===== src/rtl/muldiv_seq_ctrl.sv =====
// Iterative multiply/divide sequencer owning the HI/LO write path.
// Shift-add multiplier / restoring divider, one bit per cycle, single registered write pulse.
module muldiv_seq_ctrl #(
  parameter int unsigned DATA_W = 32
) (
  input  logic              clk,
  input  logic              rst,
  input  logic              start,
  input  logic [1:0]        op,
  input  logic [DATA_W-1:0] src_a,
  input  logic [DATA_W-1:0] src_b,
  input  logic              flush,
  input  logic              hi_used_id,
  input  logic              lo_used_id,
  output logic              busy,
  output logic              stall_req,
  output logic              hi_we,
  output logic              lo_we,
  output logic [DATA_W-1:0] hi_wdata,
  output logic [DATA_W-1:0] lo_wdata,
  output logic              done
);

  localparam int unsigned CNT_W = $clog2(DATA_W + 1);

  typedef enum logic [1:0] {StIdle, StCalc, StFix, StDone} state_t;

  state_t              state;
  logic [CNT_W-1:0]    cnt;
  logic [DATA_W-1:0]   acc_hi;
  logic [DATA_W-1:0]   acc_lo;
  logic [DATA_W-1:0]   opb;
  logic                is_div;
  logic                neg_q;
  logic                neg_r;
  logic                div_zero;

  // Operand magnitudes; op[0] selects the unsigned variants.
  logic                a_neg, b_neg;
  logic [DATA_W-1:0]   abs_a, abs_b;
  assign a_neg = ~op[0] & src_a[DATA_W-1];
  assign b_neg = ~op[0] & src_b[DATA_W-1];
  assign abs_a = a_neg ? -src_a : src_a;
  assign abs_b = b_neg ? -src_b : src_b;

  // Multiply step: {acc_hi, acc_lo} shifts right, acc_lo holds the remaining multiplier bits.
  logic [DATA_W:0]     mul_sum;
  assign mul_sum = {1'b0, acc_hi} + (acc_lo[0] ? {1'b0, opb} : '0);

  // Divide step: acc_hi is the partial remainder, acc_lo shifts dividend out / quotient in.
  logic [DATA_W:0]     div_shift;
  logic [DATA_W:0]     div_diff;
  logic                div_ge;
  assign div_shift = {acc_hi, acc_lo[DATA_W-1]};
  assign div_ge    = div_shift >= {1'b0, opb};
  assign div_diff  = div_shift - {1'b0, opb};

  logic [2*DATA_W-1:0] prod_raw, prod_fix;
  logic [DATA_W-1:0]   quo_fix, rem_fix;
  assign prod_raw = {acc_hi, acc_lo};
  assign prod_fix = neg_q ? -prod_raw : prod_raw;
  // A zero divisor leaves an all-ones quotient that must not be negated.
  assign quo_fix  = (neg_q && !div_zero) ? -acc_lo : acc_lo;
  assign rem_fix  = neg_r ? -acc_hi : acc_hi;

  assign busy      = (state != StIdle);
  assign stall_req = busy & (start | hi_used_id | lo_used_id);

  always_ff @(posedge clk) begin
    if (rst) begin
      state    <= StIdle;
      cnt      <= '0;
      acc_hi   <= '0;
      acc_lo   <= '0;
      opb      <= '0;
      is_div   <= 1'b0;
      neg_q    <= 1'b0;
      neg_r    <= 1'b0;
      div_zero <= 1'b0;
      hi_wdata <= '0;
      lo_wdata <= '0;
      hi_we    <= 1'b0;
      lo_we    <= 1'b0;
      done     <= 1'b0;
    end else begin
      hi_we <= 1'b0;
      lo_we <= 1'b0;
      done  <= 1'b0;
      unique case (state)
        StIdle: begin
          if (start && !flush) begin
            state    <= StCalc;
            cnt      <= CNT_W'(DATA_W);
            acc_hi   <= '0;
            acc_lo   <= abs_a;
            opb      <= abs_b;
            is_div   <= op[1];
            neg_q    <= a_neg ^ b_neg;
            neg_r    <= a_neg;
            div_zero <= (src_b == '0);
          end
        end
        StCalc: begin
          if (flush) begin
            state <= StIdle;
          end else begin
            cnt <= cnt - 1'b1;
            if (is_div) begin
              acc_hi <= div_ge ? div_diff[DATA_W-1:0] : div_shift[DATA_W-1:0];
              acc_lo <= {acc_lo[DATA_W-2:0], div_ge};
            end else begin
              {acc_hi, acc_lo} <= {mul_sum, acc_lo[DATA_W-1:1]};
            end
            if (cnt == CNT_W'(1)) state <= StFix;
          end
        end
        StFix: begin
          if (flush) begin
            state <= StIdle;
          end else begin
            hi_wdata <= is_div ? rem_fix : prod_fix[2*DATA_W-1:DATA_W];
            lo_wdata <= is_div ? quo_fix : prod_fix[DATA_W-1:0];
            hi_we    <= 1'b1;
            lo_we    <= 1'b1;
            done     <= 1'b1;
            state    <= StDone;
          end
        end
        StDone: begin
          state <= StIdle;
        end
        default: state <= StIdle;
      endcase
    end
  end

endmodule


===== config.mk =====
export PLATFORM = sky130hd
export DESIGN_NAME = muldiv_seq_ctrl
export DESIGN_NICKNAME = d
export VERILOG_FILES = /design/src/rtl/muldiv_seq_ctrl.sv
export SDC_FILE = /design/constraint.sdc
export NUM_CORES = 1
export LEC_CHECK = 0
export BUFFER_PORTS_ARGS = -buffer_cell sky130_fd_sc_hd__buf_4
export CELL_PAD_IN_SITES_DETAIL_PLACEMENT = 1
export CELL_PAD_IN_SITES_GLOBAL_PLACEMENT = 1
export CORE_AREA = 2 2 158 222
export CTS_CLUSTER_SIZE = 25
export DETAILED_ROUTE_END_ITERATION = 10
export DIE_AREA = 0 0 160 224
export GPL_TIMING_DRIVEN = 0
export PLACE_DENSITY = 0.83
export RECOVER_POWER = 100
export SYNTH_ARGS = -nofsm -noshare
export SYNTH_HDL_FRONTEND = slang
export SYNTH_SLANG_ARGS = --single-unit
export TNS_END_PERCENT = 100

===== constraint.sdc =====
create_clock -name clk -period 2.9 [get_ports clk]
set_input_delay 0.725 -clock clk [delete_from_list [all_inputs] [get_ports clk]]
set_output_delay 0.725 -clock clk [all_outputs]
set_load 0.03 [all_outputs]

After elaboration in Yosys (flattened, before gate mapping)
Cells that the tools add are included.
- bits in registers: 173
- bits of input ports: 72
- output and inout bits: 69
- word-level logic and storage cells: 76
- add/sub/neg operators: 8
- $lt $le $gt $ge: 1
- equal/unequal tests: 7
- mux-type cells: 26
- bitwise logic cells: 9
- reduce and logical (&&, ||, !) cells: 13
- operator list (operator ; number):
    $mux 32 ; 14
    $neg 32->32 ; 4
    $pmux 32 s2 ; 2
    $mux 64 ; 1
    $neg 64->64 ; 1
    $add 32x32->33 ; 1
    $ge 33x32->1 ; 1
    $logic_not 32->1 ; 1
    $sub 32x32->32 ; 1
    $mux 6 ; 2
    $pmux 6 s2 ; 1
    $mux 2 ; 4
    $pmux 2 s4 ; 1
    $eq 6x1->1 const B ; 1
    $reduce_and 2->1 ; 3
    $sub 6x1->6 const B ; 1
    $eq 2x2->1 const B ; 2
    $ne 2x2->1 const B ; 2
    $reduce_bool 2->1 ; 2
    $and 1x1->1 ; 3
    $ne 3x3->1 const B ; 1
    $not 1->1 ; 3
    $reduce_and 3->1 ; 1
    $eq 2x1->1 const B ; 1
    7 further kinds ; 10

Logic depth before layout (Yosys ltp)
- depth in word-level cells: 5
- depth in mapped cells: 14
- mapped depth without buffers: 13

Worst setup path before layout
Ideal clock, no wire load.
- path type: flip-flop to flip-flop
- start point: register acc_hi[19]
- end point: register acc_hi[29]
- setup time: 123 ps
- arrival: 2920 ps
- required time: 2777 ps
- setup slack: -143 ps
- cell stages (with the launch flop): 13
- buffers on the path: 3
- period minus slack after synthesis: 3043 ps
- cells stage by stage: dfxtp_1 -> ha_1 -> clkbuf_1 -> a2111oi_0 -> o21ai_0 -> a221oi_1 -> nand3_1 -> o21a_1 -> a221o_1 -> clkbuf_1 -> buf_2 -> o32ai_1 -> o21ai_0
- word-level cells in the longest chain between the ends: 5
- elaborated cells between the ends (all ways): 7
- classes of those cells: add/sub (2); order compare (1); mux (4)
- RTL lines (what ; line ; RTL):
    start, declared ; 30 ; logic [DATA_W-1:0] acc_hi;
    start signal, assigned ; 109 ; acc_hi <= div_ge ? div_diff[DATA_W-1:0] : div_shift[DATA_W-1:0];
    start signal, assigned ; 112 ; {acc_hi, acc_lo} <= {mul_sum, acc_lo[DATA_W-1:1]};
    $sub 32x32->32 / $ge 33x32->1 (equally long branches) ; 56, 55 ;
    $mux 32 ; 109 ;
    $mux 32 * ; 108 ; if (is_div) begin
    $mux 32 * ; 104 ; if (flush) begin
    $pmux 32 s2 * ; 89 ; unique case (state)
Every way passes the cells marked *; elsewhere a longest branch is shown, timed or not. The select of a mux whose other input is x is not followed.
A chain may end at the register's enable or synchronous reset.

Worst setup path in the final report
- start point: register opb[20]
- end point: register acc_hi[27]
- word-level cells in the longest chain between the ends: 5
- elaborated cells between the ends (all ways): 8
- classes of those cells: add/sub (2); order compare (1); mux (5)
- RTL lines (what ; line ; RTL):
    start, declared ; 32 ; logic [DATA_W-1:0] opb;
    start signal, assigned ; 96 ; opb <= abs_b;
    $mux 32, or another cell as far along ; 48 ; assign mul_sum = {1'b0, acc_hi} + (acc_lo[0] ? {1'b0, opb} : '0);
    $add 32x32->33 / $mux 32 (equally long branches) ; 48, 109 ;
    $mux 32 * ; 108 ;
    $mux 32 * ; 104 ;
    $pmux 32 s2 * ; 89 ;
Marked as above.

==> metrics.md <==
| Metric | Value |
|---|---|
| Vias post-DR | `15.2k` |
| Final min period | `3.15 ns` |
| Reg2reg start | `opb[20]` |
| Sink Count | `around 170` |
| Finished Layout Cells | `between 2k and 2.5k` |
| Reg-to-reg endpoint | `acc_hi[27]` |
| Clock slew at reported path FFs | `0.07 ns` |
| Status | `finished, violations left` |
| Clk_lat worst skew | `around 0.49 ns` |
| Largest net degree at the start of global routing | `18` |
| Max Cap Viol | `0` |
| FMAX | `~0.32 GHz` |
| Post-DP HPWL | `between 40,000 and 50,000 µm` |
| Pins Over Slew Limit | `0` |
| PnR worst setup slack | `-0.250 ns` |
| Post-Route Utilization | `0.511` |
| ANT cells | `0` |
| Failing checks | `setup timing` |
| CP max FO | `3` |
| Syn Area/Cell | `around 7.5 µm²` |
| Total GRT Usage | `0.324` |
| Tightest Hold Check Type | `reg -> reg` |
| Predominant post-synthesis flop cell | `dfxtp_1` |
| Worst Setup Start Kind | `flip-flop` |
| Commonest non-fill, non-tap cells in the layout | `nor2_1, clkbuf_1, a21oi_1, dfxtp_1, buf_4` |
| Pwr dens | `388 nW/µm²` |
| FF-to-FF setup slack | `-0.25 ns` |
| Clk Tree Root Cell | `clkbuf_16` |
| Antenna Nets Post-Route | `0` |
| Routability Congestion | `about 0.98` |
| Net Count, Synth | `approximately 1.9k` |
| Cells after synthesis | `1,782` |
| Core ar. | `between 30,000 and 40,000 µm²` |
| Area of the mapped netlist | `~13,000 µm²` |
| Post-DR wirelength/cell | `roughly 25 µm` |
| Reg2Reg Depth | `12` |
| Crit Path Category | `reg -> reg` |
| Nets | `roughly 2.1k` |
| WHS Path Cells | `2` |
| Clock Tree Buf Depth | `2` |
| Worst Tran Pin Value | `just over 1 ns` |
| Total CTS buffers | `17` |
| Leakage | `6.31 nW` |
| RSZ-0062 raised after global routing | `yes` |
| First-pass GRT wire length | `about 90,000 µm` |
| Worst Hold End | `hi_wdata[6]` |
| HP Start | `hi_wdata[6]` |
| Residual DRC count | `0` |
| Vias in the first global route | `approximately 16k` |
| EDFF count, synth | `0` |
| Fin Clk Skew | `about 0.018 ns` |
| Via/cell ratio | `slightly above 6` |
| Die Width | `between 150 and 200 µm` |
| Layout area overhead | `28.9%` |
| 1st-pass router iterations | `5` |
| Post-synthesis register bit count | `around 170` |
| FF+latch area | `~3500 µm²` |
| WL final | `60,500 µm` |
| CP Data Required Time | `roughly 3.3 ns` |
| CTS tree | `done` |
| Final hold violation count | `0` |
| Starting Density | `0.397` |
| Final worst-path cycle share | `1.09` |
| PortBufs | `between 100 and 150` |
| Worst setup path start | `opb[20]` |
| Post-CTS Hold Buffers | `0` |
| Setup TNS Final | `-5.43 ns` |
| Area of the multi-input gates | `between 10,000 and 15,000 µm²` |
| I/O pin total | `roughly 140` |
| DRT iter0 DRCs | `between 1k and 1.5k` |
| Fraction of layout cells with a size suffix above 1 | `0.206` |
| GR Overflow Total | `0` |
| Overall die height | `approximately 220 µm` |
| Post-Place Cells | `about 2.4k` |
| Worst vdd ir | `0.501 mV` |
| Unique cell type count in the Yosys netlist | `between 70 and 80` |
| Commonest non-fill, non-tap cell in the layout | `nor2_1` |
| Ys Warns | `0` |
| Worst EP arrival | `~3.5 ns` |
| FFs w/ async S/R, synth | `0` |
| H-tree levels | `4` |
| Final setup fails | `59` |
| Seq/Total Area, Yosys | `0.258` |
| Number of fill cells | `4,237` |
| Slew margin rel. | `0.312` |
| Critical path capture point type | `flip-flop` |
| Die area | `35,800 µm²` |
| Initial antenna violation count | `1` |
| Row Count | `80` |
[repair_timing]
item	in CTS	in global routing
cloned	4	2
endpoints found under the setup margin	77	73
buffers inserted	43	24
resized for setup	240	133
pin swaps	48	57
[worst max path at each step]
stage                             to  slack [ns]
after detailed placement  acc_hi[28]       -1.36
after floorplan           acc_lo[29]      -0.001
after global placement    acc_hi[28]       -1.24
after CTS                 acc_hi[27]       -0.15
final                     acc_hi[27]       -0.25
after global routing      acc_hi[30]       -0.28
[where the power goes]
part / total (mW) / switching [mW] / internal, mW
logic: 1.81 / 1.09 / 0.721
registers: 2.55 / 0.106 / 2.45
clock network: 2.36 / 1.18 / 1.18
total: 6.72 / 2.37 / 4.34
[Yosys cell counts (all sizes together), types with 3 or more instances]
cell type	number	area share
a211o	4	0.0026
a211oi	114	0.064
a21o	33	0.018
a21oi	161	0.060
a221o	9	0.0067
a221oi	4	0.0026
a22oi	15	0.0084
a311oi	15	0.0098
a31oi	12	0.0056
a32oi	5	0.0033
and2	12	0.0056
and3	10	0.0047
buf	15	0.0056
clkbuf	98	0.028
dfxtp	173	0.26
ha	70	0.065
inv	68	0.019
mux2i	40	0.030
nand2	108	0.030
nand2b	20	0.0099
nand3	20	0.0078
nand3b	8	0.0045
nand4	13	0.0061
nor2	242	0.068
nor2b	13	0.0061
nor3	40	0.015
nor3b	5	0.0028
nor4	22	0.011
o2111ai	5	0.0033
o211a	3	0.0022
o211ai	13	0.0073
o21a	9	0.0050
o21ai	117	0.045
o21bai	5	0.0028
o22ai	5	0.0023
o31ai	20	0.012
o41ai	14	0.0097
or2	9	0.0042
or3	32	0.016
or4	11	0.0067
xnor2	81	0.053
xor2	80	0.052
[worst max-delay path, cell delays in order, from the launching register on]
cell and delay (ns):
dfxtp_2 0.35, inv_4 0.06, ha_4 0.23, a2111oi_4 0.36, o21ai_2 0.13, a221oi_4 0.34
nand3_2 0.16, buf_4 0.17, o211ai_1 0.36, nor3b_1 0.12, o41ai_2 0.44, o2111ai_1 0.18
o311a_1 0.16
[stage by stage]
stage	hold slack (ns)	worst slack, ns	total power [mW]	instance area (µm²)
detailed placement	0.451	-1.36	4.05	15100
finish	0.458	-0.250	6.72	17300
CTS	0.461	-0.147	6.58	16900
global placement	0.446	-1.24	4.01	15100
global route	0.468	-0.275	6.95	17300
floorplan	0.448	-0.00135	3.53	13500
[logic make-up after synthesis]
group                      count (synthesis)  share of synthesized area
AOI/OAI and AO/OA                        582                      0.283
and+or+nand+nor                          571                      0.202
buffers and inverters                    181                     0.0522
adders and majority gates                 72                     0.0682
muxes                                     42                     0.0315
DFF                                      173                      0.258
xor gates and xnor gates                 161                      0.105
[layout make-up]
class | count | area share
multi-input cells | 1428 | 0.603
clock buffers | 19 | 0.0262
flip-flops and latches | 173 | 0.204
plain buffers | 103 | 0.0302
repair buffers | 210 | 0.0810
clock inverters | 13 | 0.00723
inverters | 68 | 0.0156
well taps | 451 | 0.0326
[layer usage]
| layer | vias up | track usage | part of all wire |
|---|---|---|---|
| li1 | 6921 | - | - |
| met3 | 245 | 0.0491 | 0.045 |
| met4 | 2 | 0.216 | 0.077 |
| met2 | 552 | 0.597 | 0.51 |
| met5 | - | 0 | 0.00017 |
| met1 | 7486 | 0.339 | 0.37 |
[registers in the layout, indices dropped and copies added (netlist names)]
name      cells
opb          32
cnt           6
div_zero      1
neg_q         1
neg_r         1
is_div        1
lo_wdata     32
state         2
acc_hi       32
done          1
hi_wdata     32
acc_lo       32
Power figures use the tool's default switching activity.
